==> config.mk <==
export PLATFORM = sky130hd
export DESIGN_NAME = x_mux_sweep_ctrl
export DESIGN_NICKNAME = d
export VERILOG_FILES = /design/src/rtl/x_mux_pkg.sv /design/src/rtl/x_mux_hit_cnt.sv /design/src/rtl/x_mux_sweep_ctrl.sv
export SDC_FILE = /design/constraint.sdc
export NUM_CORES = 1
export LEC_CHECK = 0
export CORE_ASPECT_RATIO = 0.7
export CORE_UTILIZATION = 53
export DETAILED_ROUTE_END_ITERATION = 10
export HOLD_SLACK_MARGIN = 0.05
export PLACE_DENSITY = 0.82
export SETUP_SLACK_MARGIN = 0.4
export SYNTH_ARGS = -nofsm -noshare
export SYNTH_HDL_FRONTEND = slang
export SYNTH_SLANG_ARGS = --single-unit
==> constraint.sdc <==
create_clock -name i_clk -period 7.91 [get_ports i_clk]
set_clock_uncertainty 0.2 [all_clocks]
set_input_delay 1.9775 -clock i_clk [delete_from_list [all_inputs] [get_ports i_clk]]
set_output_delay 1.9775 -clock i_clk [all_outputs]
set_load 0.01 [all_outputs]
==> src/rtl/x_mux_pkg.sv <==
// rtl/x_mux_pkg.sv - shared types and default sizes for the trigger mux sweep controller
package x_mux_pkg;

   localparam int WIDTH_DEF      = 32;
   localparam int DWELL_W_DEF    = 16;
   localparam int CNT_W_DEF      = 16;
   localparam int SETTLE_CYC_DEF = 2;

   typedef enum logic [2:0] {
      ST_IDLE   = 3'd0,
      ST_SETTLE = 3'd1,
      ST_DWELL  = 3'd2,
      ST_REPORT = 3'd3,
      ST_DONE   = 3'd4
   } state_t;

endpackage

==> src/rtl/x_mux_hit_cnt.sv <==
// rtl/x_mux_hit_cnt.sv - saturating delay-line hit counter with synchronous clear
module x_mux_hit_cnt
   import x_mux_pkg::*;
#(
   parameter int CNT_W = CNT_W_DEF
) (
   input  logic             i_clk,
   input  logic             i_rst,
   input  logic             i_clr,
   input  logic             i_en,
   input  logic             i_hit,
   output logic [CNT_W-1:0] o_cnt
);

   always_ff @(posedge i_clk or posedge i_rst) begin
      if (i_rst) begin
         o_cnt <= '0;
      end else if (i_clr) begin
         o_cnt <= '0;
      end else if (i_en && i_hit && (o_cnt != {CNT_W{1'b1}})) begin
         o_cnt <= o_cnt + CNT_W'(1);
      end
   end

endmodule

==> src/rtl/x_mux_sweep_ctrl.sv <==
// rtl/x_mux_sweep_ctrl.sv - steps the trigger mux select word and reports per-step hit counts
module x_mux_sweep_ctrl
   import x_mux_pkg::*;
#(
   parameter int WIDTH      = WIDTH_DEF,
   parameter int DWELL_W    = DWELL_W_DEF,
   parameter int CNT_W      = CNT_W_DEF,
   parameter int SETTLE_CYC = SETTLE_CYC_DEF
) (
   input  logic               i_clk,
   input  logic               i_rst,
   input  logic               i_start,
   input  logic               i_abort,
   input  logic [WIDTH-1:0]   i_first,
   input  logic [WIDTH-1:0]   i_last,
   input  logic [DWELL_W-1:0] i_dwell,
   input  logic               i_hit,
   output logic [WIDTH-1:0]   o_sel,
   output logic               o_busy,
   output logic               o_res_valid,
   input  logic               i_res_ready,
   output logic [WIDTH-1:0]   o_res_sel,
   output logic [CNT_W-1:0]   o_res_cnt,
   output logic               o_done
);

   localparam logic [2:0] S_IDLE   = ST_IDLE;
   localparam logic [2:0] S_SETTLE = ST_SETTLE;
   localparam logic [2:0] S_DWELL  = ST_DWELL;
   localparam logic [2:0] S_REPORT = ST_REPORT;
   localparam logic [2:0] S_DONE   = ST_DONE;

   localparam int               SET_W    = (SETTLE_CYC < 2) ? 1 : $clog2(SETTLE_CYC);
   localparam logic [SET_W-1:0] SET_LAST = SET_W'(SETTLE_CYC - 1);

   logic [2:0]         state;
   logic [2:0]         state_nx;
   logic [WIDTH-1:0]   last_q;
   logic [DWELL_W-1:0] dwell_q;
   logic [DWELL_W-1:0] dwell_last;
   logic [DWELL_W-1:0] dwell_ctr;
   logic [SET_W-1:0]   settle_ctr;
   logic               settle_end;
   logic               dwell_end;
   logic               start_ok;
   logic               accept;

   // A zero dwell still gets one counting cycle.
   assign dwell_last = (dwell_q == '0) ? '0 : dwell_q - DWELL_W'(1);
   assign settle_end = (settle_ctr == SET_LAST);
   assign dwell_end  = (dwell_ctr == dwell_last);
   assign start_ok   = (state == S_IDLE) && i_start && (i_first <= i_last);
   assign accept     = (state == S_REPORT) && i_res_ready && !i_abort;

   always_comb begin
      state_nx = state;
      case (state)
         S_IDLE:   if (i_start) state_nx = (i_first <= i_last) ? S_SETTLE : S_DONE;
         S_SETTLE: if (settle_end) state_nx = S_DWELL;
         S_DWELL:  if (dwell_end) state_nx = S_REPORT;
         S_REPORT: if (i_res_ready) state_nx = (o_sel == last_q) ? S_DONE : S_SETTLE;
         S_DONE:   state_nx = S_IDLE;
         default:  state_nx = S_IDLE;
      endcase
      // Abort wins over everything except a start seen in IDLE.
      if (i_abort && (state != S_IDLE)) state_nx = S_IDLE;
   end

   always_ff @(posedge i_clk or posedge i_rst) begin
      if (i_rst) begin
         state       <= S_IDLE;
         o_busy      <= 1'b0;
         o_res_valid <= 1'b0;
         o_done      <= 1'b0;
      end else begin
         state       <= state_nx;
         o_busy      <= (state_nx != S_IDLE);
         o_res_valid <= (state_nx == S_REPORT);
         o_done      <= (state_nx == S_DONE);
      end
   end

   always_ff @(posedge i_clk or posedge i_rst) begin
      if (i_rst) begin
         last_q  <= '0;
         dwell_q <= '0;
         o_sel   <= '0;
      end else if (start_ok) begin
         last_q  <= i_last;
         dwell_q <= i_dwell;
         o_sel   <= i_first;
      end else if (accept && (o_sel != last_q)) begin
         o_sel <= o_sel + WIDTH'(1);
      end
   end

   always_ff @(posedge i_clk or posedge i_rst) begin
      if (i_rst) begin
         settle_ctr <= '0;
         dwell_ctr  <= '0;
      end else begin
         settle_ctr <= (state == S_SETTLE) ? settle_ctr + SET_W'(1) : '0;
         dwell_ctr  <= (state == S_DWELL) ? dwell_ctr + DWELL_W'(1) : '0;
      end
   end

   always_ff @(posedge i_clk or posedge i_rst) begin
      if (i_rst) begin
         o_res_sel <= '0;
      end else if ((state == S_DWELL) && dwell_end) begin
         o_res_sel <= o_sel;
      end
   end

   // The counter is frozen outside DWELL, so its value is the REPORT payload.
   x_mux_hit_cnt #(
      .CNT_W (CNT_W)
   ) u_hit_cnt (
      .i_clk (i_clk),
      .i_rst (i_rst),
      .i_clr ((state == S_SETTLE) && settle_end),
      .i_en  (state == S_DWELL),
      .i_hit (i_hit),
      .o_cnt (o_res_cnt)
   );

endmodule

### After elaboration in Yosys (flattened, before gate mapping)

Index checks and enable logic that the tools add are counted.

* flip-flop bits (word level): 151
* input bits: 86
* output and inout port bits: 83

* add/subtract/negate cells: 5
* order comparisons: 1
* equal/unequal tests: 9
* muxes and demuxes: 15
* reduce and logical (&&, ||, !) cells: 17

Operators with widths (count)
* two-way mux 16 bit: 4
* two-way mux 32 bit: 2
* adder 16 x 1 -> 16 bit (second input constant): 2
* adder 32 x 1 -> 32 bit (second input constant): 1
* == test 32 bit: 1
* <= comparator 32 bit: 1
* inequality test 32 bit: 1
* two-way mux 3 bit: 7
* == test 16 bit: 1
* zero test 16 bit: 1
* inequality test 16 bit (second input constant): 1
* subtractor 16 x 1 -> 16 bit (second input constant): 1
* one-hot mux 3 bit (4 select lines): 1
* logical AND 1 bit: 10
* == test 3 x 2 -> 1 bit (second input constant): 3
* nonzero test 3 bit: 2
* nonzero test 2 bit: 2
* == test 3 x 1 -> 1 bit (second input constant): 1
* == test 3 bit (second input constant): 1
* zero test 3 bit: 1
* adder 1 bit (second input constant): 1
* zero test 1 bit: 1
* two-way mux 1 bit: 1

### Longest topological paths before layout

Gate-level depths: netlist of the first run.

* depth in word-level cells: 7
* depth in mapped cells: 12

### By module

Synthesis of the first run repeated with hierarchy kept, for this count alone.

* cell total of the unflattened synthesis: 872
* area total of the unflattened synthesis: 8680.8 um^2

By module, submodules not included
* x_mux_sweep_ctrl: times used 1, cells an instance 775, area an instance 7737.4 um^2, sequential area each 3378.2 um^2
* x_mux_hit_cnt: times used 1, cells an instance 97, area an instance 943.4 um^2, sequential area each 400.4 um^2

### Least setup slack after synthesis of the first run

No wires, ideal clock.

* kind: in2reg
* start: input port i_last[30]
* end: register dwell_q[10]
* arrival time: 4.325 ns
* data required time: 7.585 ns
* path slack: 3.260 ns
* stages: 10
* cells stage by stage: inv_1 ha_1 a21oi_1 nand2_1 a221oi_1 o211ai_1 a221oi_1 clkbuf_1 clkbuf_1 mux2_2

* longest elaborated chain between the ends: 2

RTL lines
* start: declaration: RTL line x_mux_sweep_ctrl.sv:15 `input logic [WIDTH-1:0] i_last,`
* <= comparator 32 bit: RTL line x_mux_sweep_ctrl.sv:52 `assign start_ok = (state == S_IDLE) && i_start && (i_first <= i_last);`
* logical AND 1 bit: RTL line x_mux_sweep_ctrl.sv:52
* end signal: assignment: RTL line x_mux_sweep_ctrl.sv:90 `dwell_q <= i_dwell;`
* end: declaration: RTL line x_mux_sweep_ctrl.sv:39 `logic [DWELL_W-1:0] dwell_q;`

Every way passes these cells.
A chain may end at the register's enable or synchronous reset.

### Worst setup path in the final report of the first run

* start: input port i_last[27]
* end: register o_sel[5]

* longest elaborated chain between the ends: 3
* elaborated cells on any way between the ends: 4
* those cells by class: 1 x order compare; 1 x mux; 2 x reduce/logical

RTL lines
* <= comparator 32 bit *: RTL line x_mux_sweep_ctrl.sv:52
* logical AND 1 bit *: RTL line x_mux_sweep_ctrl.sv:52
* two-way mux 32 bit or nonzero test 2 bit (tied branches)
* end signal: assignment: RTL line x_mux_sweep_ctrl.sv:91 `o_sel <= i_first;`
* end signal: assignment: RTL line x_mux_sweep_ctrl.sv:93 `o_sel <= o_sel + WIDTH'(1);`
* end: declaration: RTL line x_mux_sweep_ctrl.sv:18 `output logic [WIDTH-1:0] o_sel,`

Every way passes the cells marked *; elsewhere a longest branch is shown, timed or not.

==> flow_metrics.env, run 1 <==
export IMPL_syn_avg_cell_area_um2=10.27
export IMPL_cts_buffers=17
export IMPL_route_final_wire_length_um=23490
export IMPL_power_switching_mw=1.240
export IMPL_final_util=0.7138
export IMPL_row_count=38
export IMPL_swShare=0.3598
export IMPL_finalWeightedCongestion=0.9459
export IMPL_finalHoldViolations=0
export IMPL_clock_path_buffers=2
export IMPL_wire_per_inst_um=18.92
export IMPL_ys_ff_latch=151
export IMPL_drv_slew=0
export IMPL_clk_pin_slew_ns=0.06
export IMPL_grt_pass1_wl_um=37160
export IMPL_fin_area_um2=11230
export IMPL_startpoint_type="primary input"
export IMPL_synth_top_family_by_area="simple AND/OR/NAND/NOR gates"
export IMPL_hp_class="reg -> reg"
export IMPL_ios=169
export IMPL_synthFlopType="dfrtp_1"
export IMPL_cts_tree="done"
export IMPL_power_frac_seq=0.387
export IMPL_p_comb_frac=0.348
export IMPL_setup_slack_ns=2.201
export IMPL_ys_async_sr_fraction=1.000
export IMPL_holdPathStages=1
export IMPL_crit_type="in -> reg"
export IMPL_dp_slack_ns=1.878
export IMPL_dpl_cell_count=1211
export IMPL_intPower_mw=2.207
export IMPL_grt_max_degree=109
export IMPL_powerDensity_nw_per_um2=306.8
export IMPL_cts_max_level=4
export IMPL_setup_tns_ns=0
export IMPL_grt_util_all_layers=0.2894
export IMPL_synth_compound_area_frac=0.08622
export IMPL_setup_viol=0
export IMPL_grt_pass1_vias=6694
export IMPL_fmax_ghz=0.1752
export IMPL_final_min_clock_period_ns=5.709
export IMPL_io_buffers=168
export IMPL_drt_iter0_markers=656
export IMPL_overflow=0
export IMPL_syn_inst=845
export IMPL_drc_errors=0
export IMPL_hpwl_um=17100
export IMPL_layout_area_overhead_vs_synth_pct=29.44
export IMPL_post_cts_setup_buffer_count=0
export IMPL_dieArea_um2=16900
export IMPL_worstPathArrival_ns=5.81
export IMPL_cts_resized=0
export IMPL_cp_required_ns=8.01
export IMPL_synth_edf_count=0
export IMPL_core_um2=15740
export IMPL_vias_per_cell=5.807
export IMPL_r2r_cells=9
export IMPL_start_util=0.5514
export IMPL_die_x_um=154.9
export IMPL_synthXorXnorAreaFrac=0.09487
export IMPL_power_total_mw=3.447
export IMPL_synthMuxAreaShare=0.1194
export IMPL_cts_sinks=151
export IMPL_hold_buffers=0
export IMPL_relSlewSlack=0.2891
export IMPL_die_h_um=109.1
export IMPL_leakage_nw=4.759
export IMPL_synth_cell_area_um2=8678
export IMPL_cts_root_buf="clkbuf_16"
export IMPL_yosysSeqAreaShare=0.4354
export IMPL_drv_cap=0
export IMPL_synthSimpleGateAreaFrac=0.1736
export IMPL_synthesis_nets=967
export IMPL_antenna_found_initial=0
export IMPL_final_nets=1132
export IMPL_max_vdd_ir_drop_v=0.0001682
export IMPL_drtPass1Iterations=5
export IMPL_endpoint_kind="flop"
export IMPL_status="finished, final reports clean"
export IMPL_yosys_area_share_adder=0.05190
export IMPL_antennaDiodeCount=0
export IMPL_instances_no_fill=1242
export IMPL_yosys_warnings=0
export IMPL_vias=7212
export IMPL_place_area_um2=10570
export IMPL_clk_latency_ns=0.42
export IMPL_cp_max_fo=23
export IMPL_clock_power_share=0.265
export IMPL_finalCritPeriodShare=0.7217
export IMPL_rsz0062_at_grt="false"
export IMPL_ant_nets=0
export IMPL_hold_worst_slack_ns=0.2884
export IMPL_layout_drive_gt1_share=0.1311
export IMPL_fillers=1098
export IMPL_ys_types=62
export IMPL_tightest_slew_ns=1.066
[cells in the final DEF (no fill, tap or decap), drive strengths merged, types with 35 or more instances in the layout]
master / n
clkdlybuf4s50: 168
o21ai: 43
xnor2: 65
nand4: 35
inv: 52
dfrtp: 151
nor2: 61
mux2: 80
nand2: 72
ha: 36
[sequential cells by signal, summed over array words and instances, names as in the netlist]
register         flops
last_q              32
dwell_q             16
u_hit_cnt.o_cnt     16
o_sel               32
o_res_sel           32
dwell_ctr           16
o_res_valid          1
o_busy               1
settle_ctr           1
state                3
o_done               1
[power groups by stage]
stage	sequential [mW]	clock [mW]	combinational, mW
4_1_cts	1.33	0.923	1.19
3_3_place_gp	1.33	0	1.16
3_5_place_dp	1.34	0	1.18
5_1_grt	1.37	0.960	1.30
2_1_floorplan	1.27	0	0.738
6_report	1.33	0.915	1.20
[cell type report]
cell class	instances	area [µm²]	share of cell area
repair buffers	177	1749	0.1557
clock inverters	13	220.2	0.01960
inverters	49	188.9	0.01682
clock buffers	18	439.2	0.03910
well taps	220	275.3	0.02450
multi-input cells	614	4582	0.4079
flip-flops and latches	151	3779	0.3364
[logic make-up after synthesis]
family                   Yosys count
flip-flops                       151
AND/OR/NAND/NOR                  282
adder cells (fa/ha/maj)           36
AO/OA/AOI/OAI                    119
XOR/XNOR                          94
buffers and inverters             80
multiplexers                      83
[cells in the mapped netlist (5+ instances only)]
master | count | share of area
a21oi_1 | 29 | 0.017
and3_1 | 13 | 0.0094
and4_1 | 6 | 0.0061
clkbuf_1 | 23 | 0.0099
dfrtp_1 | 151 | 0.44
ha_1 | 36 | 0.052
inv_1 | 49 | 0.021
mux2_2 | 52 | 0.067
mux2_4 | 28 | 0.048
nand2_1 | 72 | 0.031
nand3_1 | 25 | 0.014
nand4_1 | 33 | 0.024
nand4b_1 | 5 | 0.0050
nor2_1 | 61 | 0.026
nor2b_1 | 7 | 0.0050
nor3_1 | 17 | 0.0098
nor4_1 | 14 | 0.010
o211ai_1 | 8 | 0.0069
o21ai_0 | 43 | 0.025
xnor2_1 | 65 | 0.066
xor2_1 | 29 | 0.029
[critical path, stage by stage]
cell and delay (ns):
clkdlybuf4s50_1 0.50, inv_1 0.06, ha_1 0.32, nand4_1 0.17, nor4_1 0.62, nand2_1 0.22, a221oi_4 0.94, nor2_1 0.41
a21o_1 0.28, a221o_1 0.30
[routing by layer]
metal	wire length (µm)	global-route usage	share of wire
met4	335	0.07284	0.014
met3	2281	0.06876	0.097
met2	9566	0.3903	0.41
met5	0	0	0
met1	11310	0.4552	0.48
[worst paths after layout]
kind / endpoint / from / slack (ns)
worst min-delay path: settle_ctr / settle_ctr / 0.29
min in group asynchronous: u_hit_cnt.o_cnt[12] / i_rst / 1.95
worst max-delay path: o_sel[5] / i_last[27] / 2.20
max in group asynchronous: dwell_ctr[10] / i_rst / 4.40
worst max register to register: o_res_sel[14] / dwell_q[0] / 3.48
worst min register to register: settle_ctr / settle_ctr / 0.29
No activity file was read; power rests on OpenSTA's default activity.
==> run 2, diff against run 1 <==
==> constraint.sdc (replaced) <==
create_clock -name i_clk -period 5.9 [get_ports i_clk]
set_clock_uncertainty 0.2 [all_clocks]
set_input_delay 1.475 -clock i_clk [delete_from_list [all_inputs] [get_ports i_clk]]
set_output_delay 1.475 -clock i_clk [all_outputs]
set_load 0.01 [all_outputs]
==> run 2 against run 1 <==
  * Global-route usage is 0.49 points higher
  * Critical path type unchanged
  * Final cell count unchanged
  * Highest routed layer unchanged
  * Clock power rose by 20%
==> flow_metrics.env, run 2 (synthesis results as in run 1) <==
export IMPL_path_cells="clkdlybuf4s50_1, inv_1, ha_1, nand4_1, nor4_1, nand2_1, a221oi_4, buf_4, mux2_2"
export IMPL_overflow=0
export IMPL_cp_endpoint="dwell_q[9]"
export IMPL_drv_slew=0
export IMPL_critPathSlowestCell="nor4_1"
export IMPL_finalWeightedCongestion=0.9425
export IMPL_cp_required_ns=6.00
export IMPL_post_cts_setup_buffer_count=0
export IMPL_layout_commonest_cell="clkdlybuf4s50_1"
export IMPL_clock_path_buffers=2
export IMPL_grt_max_degree=152
export IMPL_powerDensity_nw_per_um2=404.6
export IMPL_drc_errors=0
export IMPL_final_min_clock_period_ns=4.871
export IMPL_path_buf_inv=3
export IMPL_rrSetupSlack_ns=1.49
export IMPL_critical_path_startpoint="i_last[11]"
export IMPL_grt_pass1_vias=6921
export IMPL_core_um2=15740
export IMPL_layout_drive_gt1_share=0.1292
export IMPL_path_depth=9
export IMPL_cts_max_level=4
export IMPL_drtPass1Iterations=5
export IMPL_r2r_cells=10
export IMPL_ios=169
export IMPL_cts_tree="done"
export IMPL_cts_sinks=151
export IMPL_clk_pin_slew_ns=0.06
export IMPL_max_stage_delay_ns=0.81
export IMPL_finalCritPeriodShare=0.8256
export IMPL_leakage_nw=4.713
export IMPL_die_x_um=154.9
export IMPL_clk_latency_ns=0.43
export IMPL_crit_type="in -> reg"
export IMPL_final_nets=1131
export IMPL_drt_iter0_markers=663
export IMPL_grt_util_all_layers=0.2943
export IMPL_setup_tns_ns=0
export IMPL_fillers=1168
export IMPL_start_util=0.5514
export IMPL_cp_max_fo=40
export IMPL_hold_worst_slack_ns=0.2955
export IMPL_status="finished, final reports clean"
export IMPL_cts_buffers=17
export IMPL_grt_pass1_wl_um=37650
export IMPL_cts_resized=0
export IMPL_max_vdd_ir_drop_v=0.0002006
export IMPL_ant_nets=0
export IMPL_endpoint_kind="flop"
export IMPL_row_count=38
export IMPL_worstPathArrival_ns=4.97
export IMPL_fmax_ghz=0.2053
export IMPL_hp_class="reg -> reg"
export IMPL_top_regs="last_q x32, o_res_sel x32, o_sel x32"
export IMPL_route_final_wire_length_um=23890
export IMPL_rsz0062_at_grt="false"
export IMPL_dieArea_um2=16900
export IMPL_finalHoldViolations=0
export IMPL_drv_cap=0
export IMPL_antennaDiodeCount=0
export IMPL_layout_area_overhead_vs_synth_pct=28.68
export IMPL_tightest_slew_ns=1.057
export IMPL_wire_per_inst_um=19.24
export IMPL_die_h_um=109.1
export IMPL_most_common_layout_cells="clkdlybuf4s50_1 (168), dfrtp_1 (151), nand2_1 (72), xnor2_1 (65), nor2_1 (61)"
export IMPL_r2r_end="o_res_sel[10]"
export IMPL_relSlewSlack=0.2937
export IMPL_hpwl_um=17300
export IMPL_cts_root_buf="clkbuf_16"
export IMPL_io_buffers=168
export IMPL_vias=7308
export IMPL_hold_buffers=0
export IMPL_antenna_found_initial=0
export IMPL_critPathTopFamily="simple AND/OR/NAND/NOR gates"
export IMPL_worstReg2RegStart="dwell_q[0]"
export IMPL_setup_viol=0
export IMPL_vias_per_cell=5.884
export IMPL_startpoint_type="primary input"
## run 2: changes by cell type in the layout (fill, tap and decap cells not counted), moves of 2 or more
cell	change
buf_4	-2
bufinv_16	-3
clkbuf_1	+2
clkinvlp_4	+3
## run 2: per-layer routing
layer / part of all wire / up-vias / global-route usage
li1: - / 3323 / -
met1: 0.48 / 3596 / 0.4456
met2: 0.42 / 363 / 0.4170
met3: 0.086 / 26 / 0.07075
met4: 0.013 / 0 / 0.07638
met5: 0 / - / 0
## run 2: worst min-delay path by stage
stage | startpoint | end | depth (start not counted)
floorplan | settle_ctr | settle_ctr | 1
global placement | settle_ctr | settle_ctr | 1
detailed placement | settle_ctr | settle_ctr | 1
CTS | settle_ctr | settle_ctr | 1
global route | settle_ctr | settle_ctr | 1
finish | settle_ctr | settle_ctr | 1
## run 2: area by class of cell
type / count / area [µm²] / area share
Clock buffer: 20 / 446.7 / 0.04000
Tap cell: 220 / 275.3 / 0.02465
Timing Repair Buffer: 176 / 1754 / 0.1571
Inverter: 49 / 187.7 / 0.01681
Sequential cell: 151 / 3779 / 0.3384
Multi-Input combinational cell: 614 / 4582 / 0.4103
Clock inverter: 12 / 142.6 / 0.01277
## run 2: where the power goes
| group | leakage, nW | switching, mW | internal [mW] |
|---|---|---|---|
| Sequential | 1.95 | 0.469 | 1.33 |
| Combinational | 2.49 | 0.758 | 0.855 |
| Clock | 0.274 | 0.462 | 0.641 |
| Total | 4.71 | 1.69 | 2.83 |
## run 2: stage by stage
step	util	cell area [µm²]	cells	worst slack [ns]	power [mW]
final	0.7096	11170	1242	1.029	4.519
after global routing	0.7096	11170	1242	0.9490	4.760
after CTS	0.7096	11170	1242	1.182	4.505
after detailed placement	0.6721	10580	1210	0.8535	3.379
after global placement	0.6721	10580	1210	0.9148	3.345
after floorplan	-	8682	845	1.753	2.694
## run 2: worst register-to-register path: stages, from the launching register on
cell     delay (ns)
dfrtp_1        0.43
inv_1          0.10
ha_1           0.39
nor4b_1        0.48
nand4_4        0.26
nor3_4         0.31
nor2_1         0.08
mux2_2         0.30
nor4_4         0.30
nand4_4        0.82
mux2_4         0.63
